## src/rtl/seq_radix_multiplier.sv

```systemverilog
// seq_radix_multiplier: sequential unsigned multiplier that consumes the
// multiplier `digit` bits per clock, least-significant digit first.
// Finishes early once the remaining multiplier bits are all zero.
// Optional feature macro: MUL_OVF_DETECT_EN.
//   Defined   -> the accumulator holds the full aWidth+bWidth product and
//                ovf reports whether that product needs more than `width` bits.
//   Undefined -> the accumulator is `width` bits and ovf is tied to 0.
module seq_radix_multiplier #(
  parameter int width  = 32,
  parameter int aWidth = 28,
  parameter int bWidth = 8,
  parameter int digit  = 4
) (
  input  logic              clk,
  input  logic              rst,
  input  logic              start,
  input  logic [aWidth-1:0] A,
  input  logic [bWidth-1:0] b,
  output logic [width-1:0]  c,
  output logic              busy,
  output logic              done,
  output logic              ovf
);

  // Number of multiplier digits and the width of the digit index.
  localparam int NDIG  = bWidth / digit;
  localparam int IDX_W = (NDIG > 1) ? $clog2(NDIG) : 1;

`ifdef MUL_OVF_DETECT_EN
  // Full-product accumulator so that bits above `width` can be observed.
  localparam int ACC_W = aWidth + bWidth;
`else
  // Product is only needed modulo 2^width.
  localparam int ACC_W = width;
`endif

  typedef enum logic [1:0] {
    S_IDLE = 2'd0,
    S_CALC = 2'd1,
    S_DONE = 2'd2
  } state_t;

  state_t              r_state;
  state_t              w_state_next;

  logic [aWidth-1:0]   r_a;
  logic [bWidth-1:0]   r_b;
  logic [IDX_W-1:0]    r_idx;
  logic [ACC_W-1:0]    r_acc;
  logic [width-1:0]    r_c;
  logic                r_busy;
  logic                r_done;

  logic                w_load;
  logic                w_step;
  logic                w_finish;
  logic                w_last;
  logic [bWidth-1:0]   w_b_shift;
  logic [31:0]         w_shamt;
  logic [ACC_W-1:0]    w_pp;
  logic [ACC_W-1:0]    w_acc_next;

  // Datapath for one digit: partial product, its weight, and the new accumulator.
  always_comb begin
    w_b_shift  = r_b >> digit;
    w_shamt    = 32'(r_idx) * 32'(digit);
    w_pp       = ACC_W'(r_a) * ACC_W'(r_b[digit-1:0]);
    w_acc_next = r_acc + (w_pp << w_shamt);
    // Last digit reached, or nothing nonzero left to multiply by.
    w_last     = (r_idx == IDX_W'(NDIG - 1)) || (w_b_shift == '0);
  end

  // Next-state decode and datapath strobes for the IDLE/CALC/DONE sequence.
  always_comb begin
    w_state_next = r_state;
    w_load       = 1'b0;
    w_step       = 1'b0;
    w_finish     = 1'b0;
    case (r_state)
      S_IDLE: begin
        if (start) begin
          w_state_next = S_CALC;
          w_load       = 1'b1;
        end else begin
          w_state_next = S_IDLE;
        end
      end
      S_CALC: begin
        w_step = 1'b1;
        if (w_last) begin
          w_state_next = S_DONE;
          w_finish     = 1'b1;
        end else begin
          w_state_next = S_CALC;
        end
      end
      S_DONE: begin
        w_state_next = S_IDLE;
      end
      default: begin
        w_state_next = S_IDLE;
      end
    endcase
  end

  // State register; reset returns to IDLE from anywhere, including mid-CALC.
  always_ff @(posedge clk) begin
    if (rst) begin
      r_state <= S_IDLE;
    end else begin
      r_state <= w_state_next;
    end
  end

  // Operand latch, digit index and accumulator.
  always_ff @(posedge clk) begin
    if (rst) begin
      r_a   <= '0;
      r_b   <= '0;
      r_idx <= '0;
      r_acc <= '0;
    end else if (w_load) begin
      r_a   <= A;
      r_b   <= b;
      r_idx <= '0;
      r_acc <= '0;
    end else if (w_step) begin
      r_acc <= w_acc_next;
      r_b   <= w_b_shift;
      r_idx <= r_idx + IDX_W'(1);
    end else begin
      r_acc <= r_acc;
    end
  end

  // Result register: loaded only on the CALC->DONE edge, held otherwise.
  always_ff @(posedge clk) begin
    if (rst) begin
      r_c <= '0;
    end else if (w_finish) begin
      r_c <= width'(w_acc_next);
    end else begin
      r_c <= r_c;
    end
  end

  // Registered status flags, decoded from the state being entered.
  always_ff @(posedge clk) begin
    if (rst) begin
      r_busy <= 1'b0;
      r_done <= 1'b0;
    end else begin
      r_busy <= (w_state_next == S_CALC);
      r_done <= (w_state_next == S_DONE);
    end
  end

`ifdef MUL_OVF_DETECT_EN
  logic r_ovf;

  // Overflow flag: any product bit at or above `width`, updated with c.
  always_ff @(posedge clk) begin
    if (rst) begin
      r_ovf <= 1'b0;
    end else if (w_finish) begin
      r_ovf <= ((w_acc_next >> width) != '0);
    end else begin
      r_ovf <= r_ovf;
    end
  end

  assign ovf = r_ovf;
`else
  assign ovf = 1'b0;
`endif

  assign c    = r_c;
  assign busy = r_busy;
  assign done = r_done;

endmodule
```

## config.mk

```make
export PLATFORM = sky130hd
export DESIGN_NAME = seq_radix_multiplier
export DESIGN_NICKNAME = d
export VERILOG_FILES = /design/src/rtl/seq_radix_multiplier.sv
export SDC_FILE = /design/constraint.sdc
export NUM_CORES = 1
export LEC_CHECK = 0
export CORE_AREA = 2 2 180 182
export CTS_BUF_LIST = sky130_fd_sc_hd__clkbuf_8
export CTS_CLUSTER_SIZE = 12
export DETAILED_ROUTE_END_ITERATION = 10
export DIE_AREA = 0 0 182 184
export PLACE_DENSITY = 0.51
export SETUP_SLACK_MARGIN = 0.3
export SLEW_MARGIN = 20
export SYNTH_ARGS = -nofsm -noshare
export SYNTH_HDL_FRONTEND = slang
export SYNTH_SLANG_ARGS = --single-unit
```

## constraint.sdc

```tcl
create_clock -name clk -period 5.29 [get_ports clk]
set_input_delay 1.058 -clock clk [delete_from_list [all_inputs] [get_ports clk]]
set_output_delay 1.058 -clock clk [all_outputs]
set_load 0.02 [all_outputs]
```

; ---- Word-level counts from Yosys, hierarchy flattened
; Index checks and enable logic that the tools add are counted.
[classes]
shift = 1
eq_ne = 3
n_reduce_logical = 5
n_mul = 1
muxes = 10
addsub = 2
[op_table]
columns = cell, n
row1 = $add A32 B32 Y32, 1
row2 = $mul A28 B4 Y32, 1
row3 = $shl A32 B3 Y32, 1
row4 = $mux W8, 2
row5 = $logic_not A8 Y1, 1
row6 = $mux W1, 6
row7 = $eq A2 B1 Y1 const B, 2
row8 = $pmux W2 S2, 1
row9 = $eq A2 B2 Y1 const B, 1
row10 = $logic_not A2 Y1, 1
row11 = $mux W2, 1
row12 = $reduce_bool A2 Y1, 1
row13 = $reduce_or A2 Y1, 1
row14 = $add A1 B1 Y1 const B, 1
row15 = $logic_or A1 B1 Y1, 1
[totals]
output_inout_bits = 35
inputBits = 39
elab_cells = 30
reg_bits = 105

; ---- Depth between registers and ports, before layout
; Gate-level depths: netlist of run 1.
[depth]
word_depth = 5
ltp_mapped = 29
depth_no_buf = 27

; ---- Least setup slack after synthesis of run 1
; OpenSTA, ideal clock, no wires.
[synth_path]
path_kind = register to register
from = register r_b[2]
to = register r_c[31], in the netlist c[31]
required_ns = 5.204
setup_slack_ns = -0.493
arrival_time_ns = 5.697
setup_ns = 0.086
n_path_buf = 2
stages_incl_launch_ff = 29
synth_period_minus_slack_ns = 5.783
cell_sequence = dfxtp_1 -> clkbuf_1 -> clkbuf_1 -> and2_1 -> fa_1 -> inv_1 -> fa_1 -> inv_1 -> ha_1 -> and3_1 -> and3_1 -> a211oi_4 -> a31oi_2 -> a21o_1 -> a21o_1 -> a21o_1 -> a21oi_1 -> xnor2_1 -> mux2_2 -> ha_1 -> a21o_1 -> a211oi_1 -> nand2b_1 -> o21ai_0 -> o21ai_1 -> o21ai_0 -> xor2_1 -> xnor2_1 -> a211oi_1
[synth_between]
elab_chain_len = 3
[synth_rtl]
columns = item, line
row1 = from (decl), 47  ; logic [bWidth-1:0] r_b;
row2 = from (signal assigned), 129  ; r_b <= w_b_shift;
row3 = $mul A28 B4 Y32, 67  ; w_pp = ACC_W'(r_a) * ACC_W'(r_b[digit-1:0]);
row4 = $shl A32 B3 Y32, 68  ; w_acc_next = r_acc + (w_pp << w_shamt);
row5 = $add A32 B32 Y32, 68
row6 = to (signal assigned), 141  ; r_c <= width'(w_acc_next);
row7 = to (signal assigned), 143  ; r_c <= r_c;
row8 = to (decl), 50  ; logic [width-1:0] r_c;
; No other way between the ends.
; A chain may end at the register's enable or synchronous reset.

; ---- Worst setup path in the final report of run 1
[layout_path]
from = register r_b[1]
to = register r_c[25], in the netlist c[25]
; The elaborated chain is that of the path after synthesis.

==> metrics, run 1 <==
Max Buffers Root-to-Sink=2; Max VDD drop=0.000119 V; final setup margin=-396 ps; H-tree levels=3; largest net degree at the start of global routing=74; Synth area leader=dfxtp_1; Routed wire per std cell=15.2 µm; Post-Syn Area=9330 µm²; CTS tree=yes; Max stage delay on crit path=540 ps; Worst Path Required=5560 ps; endpoint class of the critical path=flop; Post-synth EDFFs=0; Synth Flop Type=dfxtp_1; vias in the first global route=9169; Worst slew margin=38.9%; PortBufs=72; DR pass1 iterations=5; Final Setup Violations=22; routability cong.=0.894; Tcrit/Tclk final=107%; Initial Util=29.7%; P&R area growth vs syn=41.6%; P_leak=5.87 nW; GRT overflow=0; Hold/Removal Path Class=reg2reg; WL met1=15000 µm; Final Core Density=42.1%; CP Launch Type=flop; Ports=74; CORE AREA=31400 µm²; worst path bufs/invs=4; CTS Buf Count=9; Fmax=176 MHz; post-synthesis register bit count=105; Clock Skew=21.0 ps; antenna viol nets, final=0; Largest delay share family, worst path=compound AO/OA/AOI/OAI gates; die area=33500 µm²; total power draw=2.35 mW; status=complete, but fails checks; pwr/cell area=178 nW/µm²; Max Cap Violations=0; Slew @ Worst Pin=917 ps; Worst-path clk slew=130 ps; cell row count=65; clk_lat worst skew=410 ps; # nets final=1623; dominant cells by area after synthesis=dfxtp_1, fa_1, ha_1, nand2_1, a21oi_1; Via density=4.79; Root Buffer=clkbuf_8; RSZ-0062 raised after global routing=yes; syn avg cell area=7.57 µm²; Die H=184 µm; DRC=0; Mapped Nets=1395; routed length on met2=12100 µm; slowest CP cell=fa_1; failing checks=setup timing; Async SR Flop Fraction=0%; share of the synthesized area in the top cell type=22.5%; Top Metal Used=met4; clock sink count=105; layout cells sized above 1=27.6%; GRT Overall Usage=17.4%; Worst EP arrival=5960 ps; Stages on worst setup path=26; DR iter-0 viols=465; Die X=182 µm; total wire length=28300 µm; Final HPWL DP=20400 µm; Slew Limit Fails=0; antenna cell count=0; Fin. Hold Viols=0; crit-path max FO=7; Synth Instances=1233; Yosys Warn Count=0; worst reg2reg path depth=26; post-layout min period=5690 ps; Met3 Wirelength=755 µm; initial antenna violation count=0; hold buffer count at CTS=0; critical path type=reg2reg; Hold Crit Depth=2; sequential-to-total area share from yosys stat=22.5%; first-pass GRT wire length=47300 µm; DR vias=8950; count of cell types in the netlist=65
synth_stat cells (all sizes together) (37+ instances only):
cell and n:
a21oi 122, and2 78, clkbuf 49, dfxtp 105, fa 53, ha 70, inv 116, nand2 217
nand3 37, nor2 71, o21ai 48
metal layers:
metal	vias up	global-route usage [%]
met2	131	26.7
met1	4231	25.8
met5	-	0
met3	26	1.88
met4	0	4.42
li1	4562	-
stage by stage:
step,cell area (µm²),setup slack (ps),hold WS [ps],cells,TNS (ps)
finish,13200,-396,465,1868,-5140
global route,13200,-673,488,1868,-14010
CTS,12700,-393,465,1856,-4760
detailed placement,11800,-715,447,1814,-15120
global placement,11800,-549,445,1814,-10210
floorplan,9540,-51.6,441,1233,-182
cell families (layout without fill, tap and decap cells):
group | count (synthesis) | count (layout) | synth area share [%]
compound gates | 294 | 294 | 20.1
xor+xnor | 47 | 47 | 4.41
fa+ha+maj | 123 | 123 | 20.8
buf+inv | 176 | 409 | 7.12
flops | 105 | 105 | 22.5
mux | 14 | 14 | 1.69
other cells | 1 | 1 | 0.0402
simple gates | 473 | 473 | 23.3
sequential cells by signal, indices dropped and copies added (netlist names):
register	cells
r_a	28
busy	1
done	1
r_idx	1
r_acc	32
c	32
r_b	8
r_state	2
power breakdown:
group          internal (mW)  switching (mW)  total [mW]
clock                  0.230           0.365       0.596
combinational          0.401           0.476       0.877
sequential             0.832          0.0424       0.875
area by class of cell:
type | count | area (µm²)
clock inverter | 7 | 86.3
fill | 3185 | 18200
multi-input combinational | 952 | 7590
tap | 402 | 503
timing repair buffer | 275 | 2360
sequential | 105 | 2110
clock buffer | 9 | 124
inverter | 118 | 443
cell usage in the layout, fill, tap and decap left out, types with 13 or more instances in the layout:
cell,instances
nand2_1,210
buf_4,174
inv_1,111
dfxtp_1,101
a21oi_1,96
clkdlybuf4s50_1,71
and2_1,69
nor2_1,60
ha_1,54
fa_1,53
a21o_1,28
buf_6,28
nand3_1,26
a21oi_2,23
xnor2_1,21
o21ai_0,20
nor3_1,17
o21a_1,15
ha_4,15
o21ai_1,14
nand2b_1,13
a211oi_1,13
final timing paths:
check | end | from | slack, ps
min | c[4] | c[4] | 470
max | c[25] | r_b[1] | -400
max reg2reg | c[25] | r_b[1] | -400
min reg2reg | c[4] | c[4] | 470
worst register-to-register path, delay by kind of cell (launching register included):
family / cells / cell delay, ps
compound gates: 13 / 2320
xor+xnor: 2 / 360
fa+ha+maj: 4 / 1670
buf+inv: 4 / 370
flops: 1 / 380
mux: 1 / 100
simple gates: 2 / 350
timing repair:
item	CTS	global route
setup buffers	26	12
resized for setup	125	82
pin swaps	73	80
setup endpoints to repair	44	45
(Power assumes the default switching activity.)
==> run 2, diff against run 1 <==
Settings changed: CELL_PAD_IN_SITES_DETAIL_PLACEMENT set to 0, CELL_PAD_IN_SITES_GLOBAL_PLACEMENT set to 1, GPL_ROUTABILITY_DRIVEN set to 0, PLACE_DENSITY 0.51 to 0.64.
==> run 2 against run 1 <==
  * Clock skew is 4.2 ps higher
  * Setup slack lost 51 ps
  * Largest power group unchanged
  * Highest routed layer unchanged
  * Total power grew 0.79%
  * The run still ends with setup timing left
==> metrics, run 2 (synthesized netlist as in run 1, its figures left out) <==
DR pass1 iterations=5 (unchanged); Worst Hold Launch=c[21] (was c[4]); largest net degree at the start of global routing=46 (was 74); Clock Skew=25.2 ps (was 21.0 ps); endpoint class of the critical path=flop (unchanged); Worst-path clk slew=120 ps (was 130 ps); Final Core Density=42.1% (about the same); Worst EP arrival=6010 ps (was 5960 ps); commonest non-fill, non-tap cell in the layout=nand2_1 (unchanged); total wire length=28600 µm (was 28300 µm); Worst slew margin=38.5% (was 38.9%); failing checks=setup timing (unchanged); worst r2r dst=c[25] (unchanged); CORE AREA=31400 µm² (unchanged); most frequent cells in the layout=nand2_1, buf_4, inv_1 (unchanged); PortBufs=72 (unchanged); Max Cap Violations=0 (unchanged); pwr/cell area=179 nW/µm² (was 178 nW/µm²); final setup margin=-447 ps (was -396 ps); Reg power frac=37.0% (was 37.3%); Net Sw Frac=37.5% (was 37.6%); CTS Buf Count=9 (unchanged); Largest delay share family, worst path=compound AO/OA/AOI/OAI gates (unchanged); Die H=184 µm (unchanged); Slew Limit Fails=0 (unchanged); Worst R2R Setup Slack=-450 ps (was -400 ps); dpl ws=-749 ps (was -715 ps); clk_lat worst skew=420 ps (was 410 ps); Max Buffers Root-to-Sink=2 (unchanged); Fin. Hold Viols=0 (unchanged); Root Buffer=clkbuf_8 (unchanged); area of the multi-input gates=7650 µm² (was 7590 µm²); Gate power share=38.0% (was 37.4%); CP most frequent cell=and3_4; die area=33500 µm² (unchanged); P_int=1.48 mW (was 1.46 mW); Ports=74 (unchanged); worst reg2reg path depth=26 (unchanged); status=complete, but fails checks (unchanged); GRT Overall Usage=17.1% (was 17.4%); Hold Crit Depth=2 (unchanged); post-layout min period=5740 ps (was 5690 ps); NetSw=0.887 mW (was 0.884 mW); GRT met2 Usage=26.7% (about the same); critical path type=reg2reg (unchanged); RSZ-0062 raised after global routing=yes (unchanged); Max VDD drop=0.000104 V (was 0.000119 V); vias in the first global route=8925 (was 9169); Final Setup Violations=23 (was 22); cell row count=65 (unchanged); GR Util met1=25.4% (was 25.8%); DR iter-0 viols=544 (was 465); first-pass GRT wire length=46500 µm (was 47300 µm); antenna cell count=0 (unchanged); Die X=182 µm (unchanged); Slew @ Worst Pin=922 ps (was 917 ps); register area=2110 µm² (about the same); Stages on worst setup path=26 (unchanged); fillers=3148 (was 3185); slowest CP cell=fa_1 (unchanged); Initial Util=29.7% (unchanged); DRC=0 (unchanged); hold buffer count at CTS=0 (unchanged); crit-path max FO=6 (was 7); CTS tree=yes (unchanged); Routed wire per std cell=15.4 µm (was 15.2 µm); Tcrit/Tclk final=108% (was 107%); Clock power frac=25.0% (was 25.4%); initial antenna violation count=0 (unchanged); P&R area growth vs syn=41.5% (was 41.6%); Via density=4.77 (was 4.79); layout cells sized above 1=27.2% (was 27.6%); # nets final=1616 (was 1623); gr busiest metal=met2 (unchanged); Hold Path End=c[21] (was c[4]); Fmax=174 MHz (was 176 MHz); DR vias=8873 (was 8950); P_leak=5.85 nW (was 5.87 nW); Final HPWL DP=20700 µm (was 20400 µm); clock sink count=105 (unchanged); CP Launch Type=flop (unchanged); GRT overflow=0 (unchanged); worst path bufs/invs=4 (unchanged); H-tree levels=3 (unchanged); global-route track usage on met3=2.10% (was 1.88%); antenna viol nets, final=0 (unchanged); Hold/Removal Path Class=reg2reg (unchanged); Worst Path Required=5560 ps (about the same); r2r startpoint=r_b[2] (was r_b[1]); Max stage delay on crit path=500 ps (was 540 ps)
run 2: metrics by stage:
stage / cell area [µm²] / instances / setup TNS (ps) / hold WS [ps] / power, mW
3_3_place_gp: 11800 / 1810 / -14520 / 447 / 1.66
3_5_place_dp: 11800 / 1810 / -19160 / 449 / 1.66
2_1_floorplan: 9540 / 1233 / -182 / 441 / 1.33
4_1_cts: 12400 / 1843 / -6200 / 469 / 2.31
5_1_grt: 13200 / 1861 / -14280 / 489 / 2.51
6_report: 13200 / 1861 / -6260 / 466 / 2.37
run 2: worst max path at each step:
stage                      start        end
after floorplan           r_b[2]  r_acc[31]
after global placement    r_b[1]      c[26]
after detailed placement  r_b[1]      c[25]
after CTS                 r_b[1]      c[26]
after global routing      r_b[2]      c[25]
final                     r_b[2]      c[25]
run 2: layout make-up:
type | instances | area share [%]
Clock inverter | 7 | 0.635
Timing Repair Buffer | 268 | 17.4
Clock buffer | 9 | 0.938
Inverter | 118 | 3.35
Multi-Input combinational cell | 952 | 57.9
Tap cell | 402 | 3.81
Sequential cell | 105 | 16.0
run 2: power by group through the flow:
stage	Sequential, mW	Combinational (mW)	Clock, mW
after floorplan	0.887	0.441	0
after global placement	0.894	0.767	0
after detailed placement	0.893	0.766	0
after CTS	0.874	0.815	0.616
after global routing	0.882	0.992	0.640
final	0.875	0.899	0.592
run 2: repair_timing:
action / CTS / global route
pin swaps: 29 / 66
setup endpoints to repair: 44 / 46
gates resized for setup: 65 / 132
gates cloned: 0 / 1
buffers inserted: 17 / 17
run 2: worst register-to-register path: cells and delay by family, from the launching register on:
family,cells,cell delay (ps)
adders and majority gates,4,1550
AOI/OAI and AO/OA,11,2120
xor gates and xnor gates,2,370
muxes,1,100
buffers and inverters,4,410
DFF,1,410
and+or+nand+nor,4,630
run 2: routing by layer:
layer  part of all wire [%]  vias to the layer above
met1                     52                     4187
met3                    2.5                       20
met5                      0                        -
li1                       -                     4547
met4                    1.2                        0
met2                     44                      119
==> run 3, diff against run 2 <==
Settings changed: PLACE_DENSITY 0.64 to not set, PLACE_DENSITY_LB_ADDON set to 0.1, SKIP_LAST_GASP set to 1.
==> run 3 against run 2 <==
  * The flow still finishes with violations (setup timing)
  * Sequential cell count is the same
  * Utilization shrank 0.57 points
  * Fmax grew 2.2%
  * Design area shrank 1.4%
  * Routed wire length grew 2.0%
  * Worst hold slack lost 5.4 ps
  * Global-route usage grew 1.0 points
  * Setup slack gained 120 ps
  * Largest cell class unchanged
==> metrics, run 3 (synthesized netlist as in run 1, its figures left out) <==
status=complete, but fails checks (unchanged); failing checks=setup timing (unchanged); post-layout min period=5610 ps (was 5740 ps); largest net degree at the start of global routing=41 (was 46); DR vias=8837 (was 8873); clk_lat worst skew=440 ps (was 420 ps); CORE AREA=31400 µm² (unchanged); CTS Buf Count=9 (unchanged); Tcrit/Tclk final=106% (was 108%); H-tree levels=3 (unchanged); fillers=3265 (was 3148); Max Buffers Root-to-Sink=2 (unchanged); final setup margin=-325 ps (was -447 ps); vias in the first global route=9051 (was 8925); Fin. Hold Viols=0 (unchanged); Worst slew margin=47.2% (was 38.5%); DRC=0 (unchanged); Final HPWL DP=21300 µm (was 20700 µm); Die H=184 µm (unchanged); Max VDD drop=0.000116 V (was 0.000104 V); first-pass GRT wire length=48600 µm (was 46500 µm); Die X=182 µm (unchanged); setup TNS=-4250 ps (was -6260 ps); most frequent cells in the layout=nand2_1, buf_4, inv_1 (unchanged); initial antenna violation count=0 (unchanged); die area=33500 µm² (unchanged); commonest non-fill, non-tap cell in the layout=nand2_1 (unchanged); PortBufs=72 (unchanged); Final Setup Violations=22 (was 23); Worst EP arrival=6010 ps (about the same); layout cells sized above 1=26.1% (was 27.2%); Worst Path Required=5680 ps (was 5560 ps); Clock Skew=34.4 ps (was 25.2 ps); endpoint class of the critical path=flop (unchanged); antenna cell count=0 (unchanged); Slew @ Worst Pin=792 ps (was 922 ps); placed instance area=11800 µm² (about the same); # nets final=1618 (was 1616); GRT overflow=0 (unchanged); total power draw=2.31 mW (was 2.37 mW); clock sink count=105 (unchanged); RSZ-0062 raised after global routing=yes (unchanged); antenna viol nets, final=0 (unchanged); CP Launch Type=flop (unchanged); cell row count=65 (unchanged); Slew Limit Fails=0 (unchanged); Via density=4.74 (was 4.77); Fmax=178 MHz (was 174 MHz); GRT Overall Usage=18.2% (was 17.1%); Routed wire per std cell=15.7 µm (was 15.4 µm); Max Cap Violations=0 (unchanged); DR iter-0 viols=441 (was 544); P_leak=5.80 nW (was 5.85 nW); P&R area growth vs syn=39.6% (was 41.5%); critical path type=reg2reg (unchanged); CTS tree=yes (unchanged); total wire length=29200 µm (was 28600 µm); Initial Util=29.7% (unchanged); Non-Filler Cell Area, Final=13000 µm² (was 13200 µm²); Root Buffer=clkbuf_8 (unchanged); Ports=74 (unchanged); pwr/cell area=177 nW/µm² (was 179 nW/µm²); Final Core Density=41.5% (was 42.1%); Worst-path clk slew=130 ps (was 120 ps); Hold/Removal Path Class=reg2reg (unchanged); DR pass1 iterations=5 (unchanged); crit-path max FO=7 (was 6); hold buffer count at CTS=0 (unchanged)
==> run 3: worst paths after layout <==
check	startpoint	end	slack, ps	depth (start not counted)
min	c[7]	c[7]	460	2
max	r_b[1]	c[26]	-320	25
max reg2reg	r_b[1]	c[26]	-320	25
min reg2reg	c[7]	c[7]	460	2
==> run 3: area by class of cell <==
type                            instances  area [µm²]  area share (%)
Multi-Input combinational cell        952        7440            57.1
Clock buffer                           10         138            1.06
Tap cell                              402         503            3.86
Timing Repair Buffer                  270        2330            17.9
Sequential cell                       105        2110            16.2
Clock inverter                          6        60.1           0.461
Inverter                              118         443            3.40
==> run 3: power by group <==
group	total [mW]	switching [mW]	leakage (nW)	internal, mW
Clock	0.541	0.346	0.0995	0.196
Combinational	0.892	0.476	4.84	0.416
Sequential	0.873	0.0406	0.857	0.832
Total	2.31	0.862	5.80	1.44
==> run 3: timing repair <==
item,in CTS,in global routing
endpoints found under the setup margin,44,44
gates resized for setup,92,71
setup buffers,17,13
pin swaps,63,59
gates cloned,1,1
==> run 3: worst max-delay path: stages (launching register included) <==
cell and delay [ps]:
dfxtp_4 390, buf_6 130, and2_4 130, fa_1 530, inv_1 60, fa_1 510, inv_2 50, ha_4 220
and3_4 150, and3_4 180, a211oi_4 260, a31oi_4 150, a21o_1 180, a21o_1 170, a21o_1 180, a21oi_2 120
xnor2_1 100, mux2_4 290, ha_4 240, a21oi_2 120, o21ai_1 80, a31oi_1 250, o211ai_1 240, a211o_1 360
a2111o_1 370, nand3_1 80
==> run 3: metrics by stage <==
step	hold slack (ps)	std cells	worst slack [ps]
6_report	460	1863	-325
5_1_grt	487	1863	-615
4_1_cts	464	1848	-321
3_5_place_dp	447	1814	-689
3_3_place_gp	444	1814	-679
2_1_floorplan	441	1233	-51.6
==> run 3: layer usage <==
| metal | global-route usage [%] | up-vias | wire length (µm) |
|---|---|---|---|
| li1 | - | 4553 | - |
| met3 | 2.87 | 13 | 933 |
| met4 | 4.39 | 0 | 349 |
| met2 | 28.0 | 122 | 12500 |
| met1 | 26.5 | 4149 | 15400 |
| met5 | 0 | - | 0 |
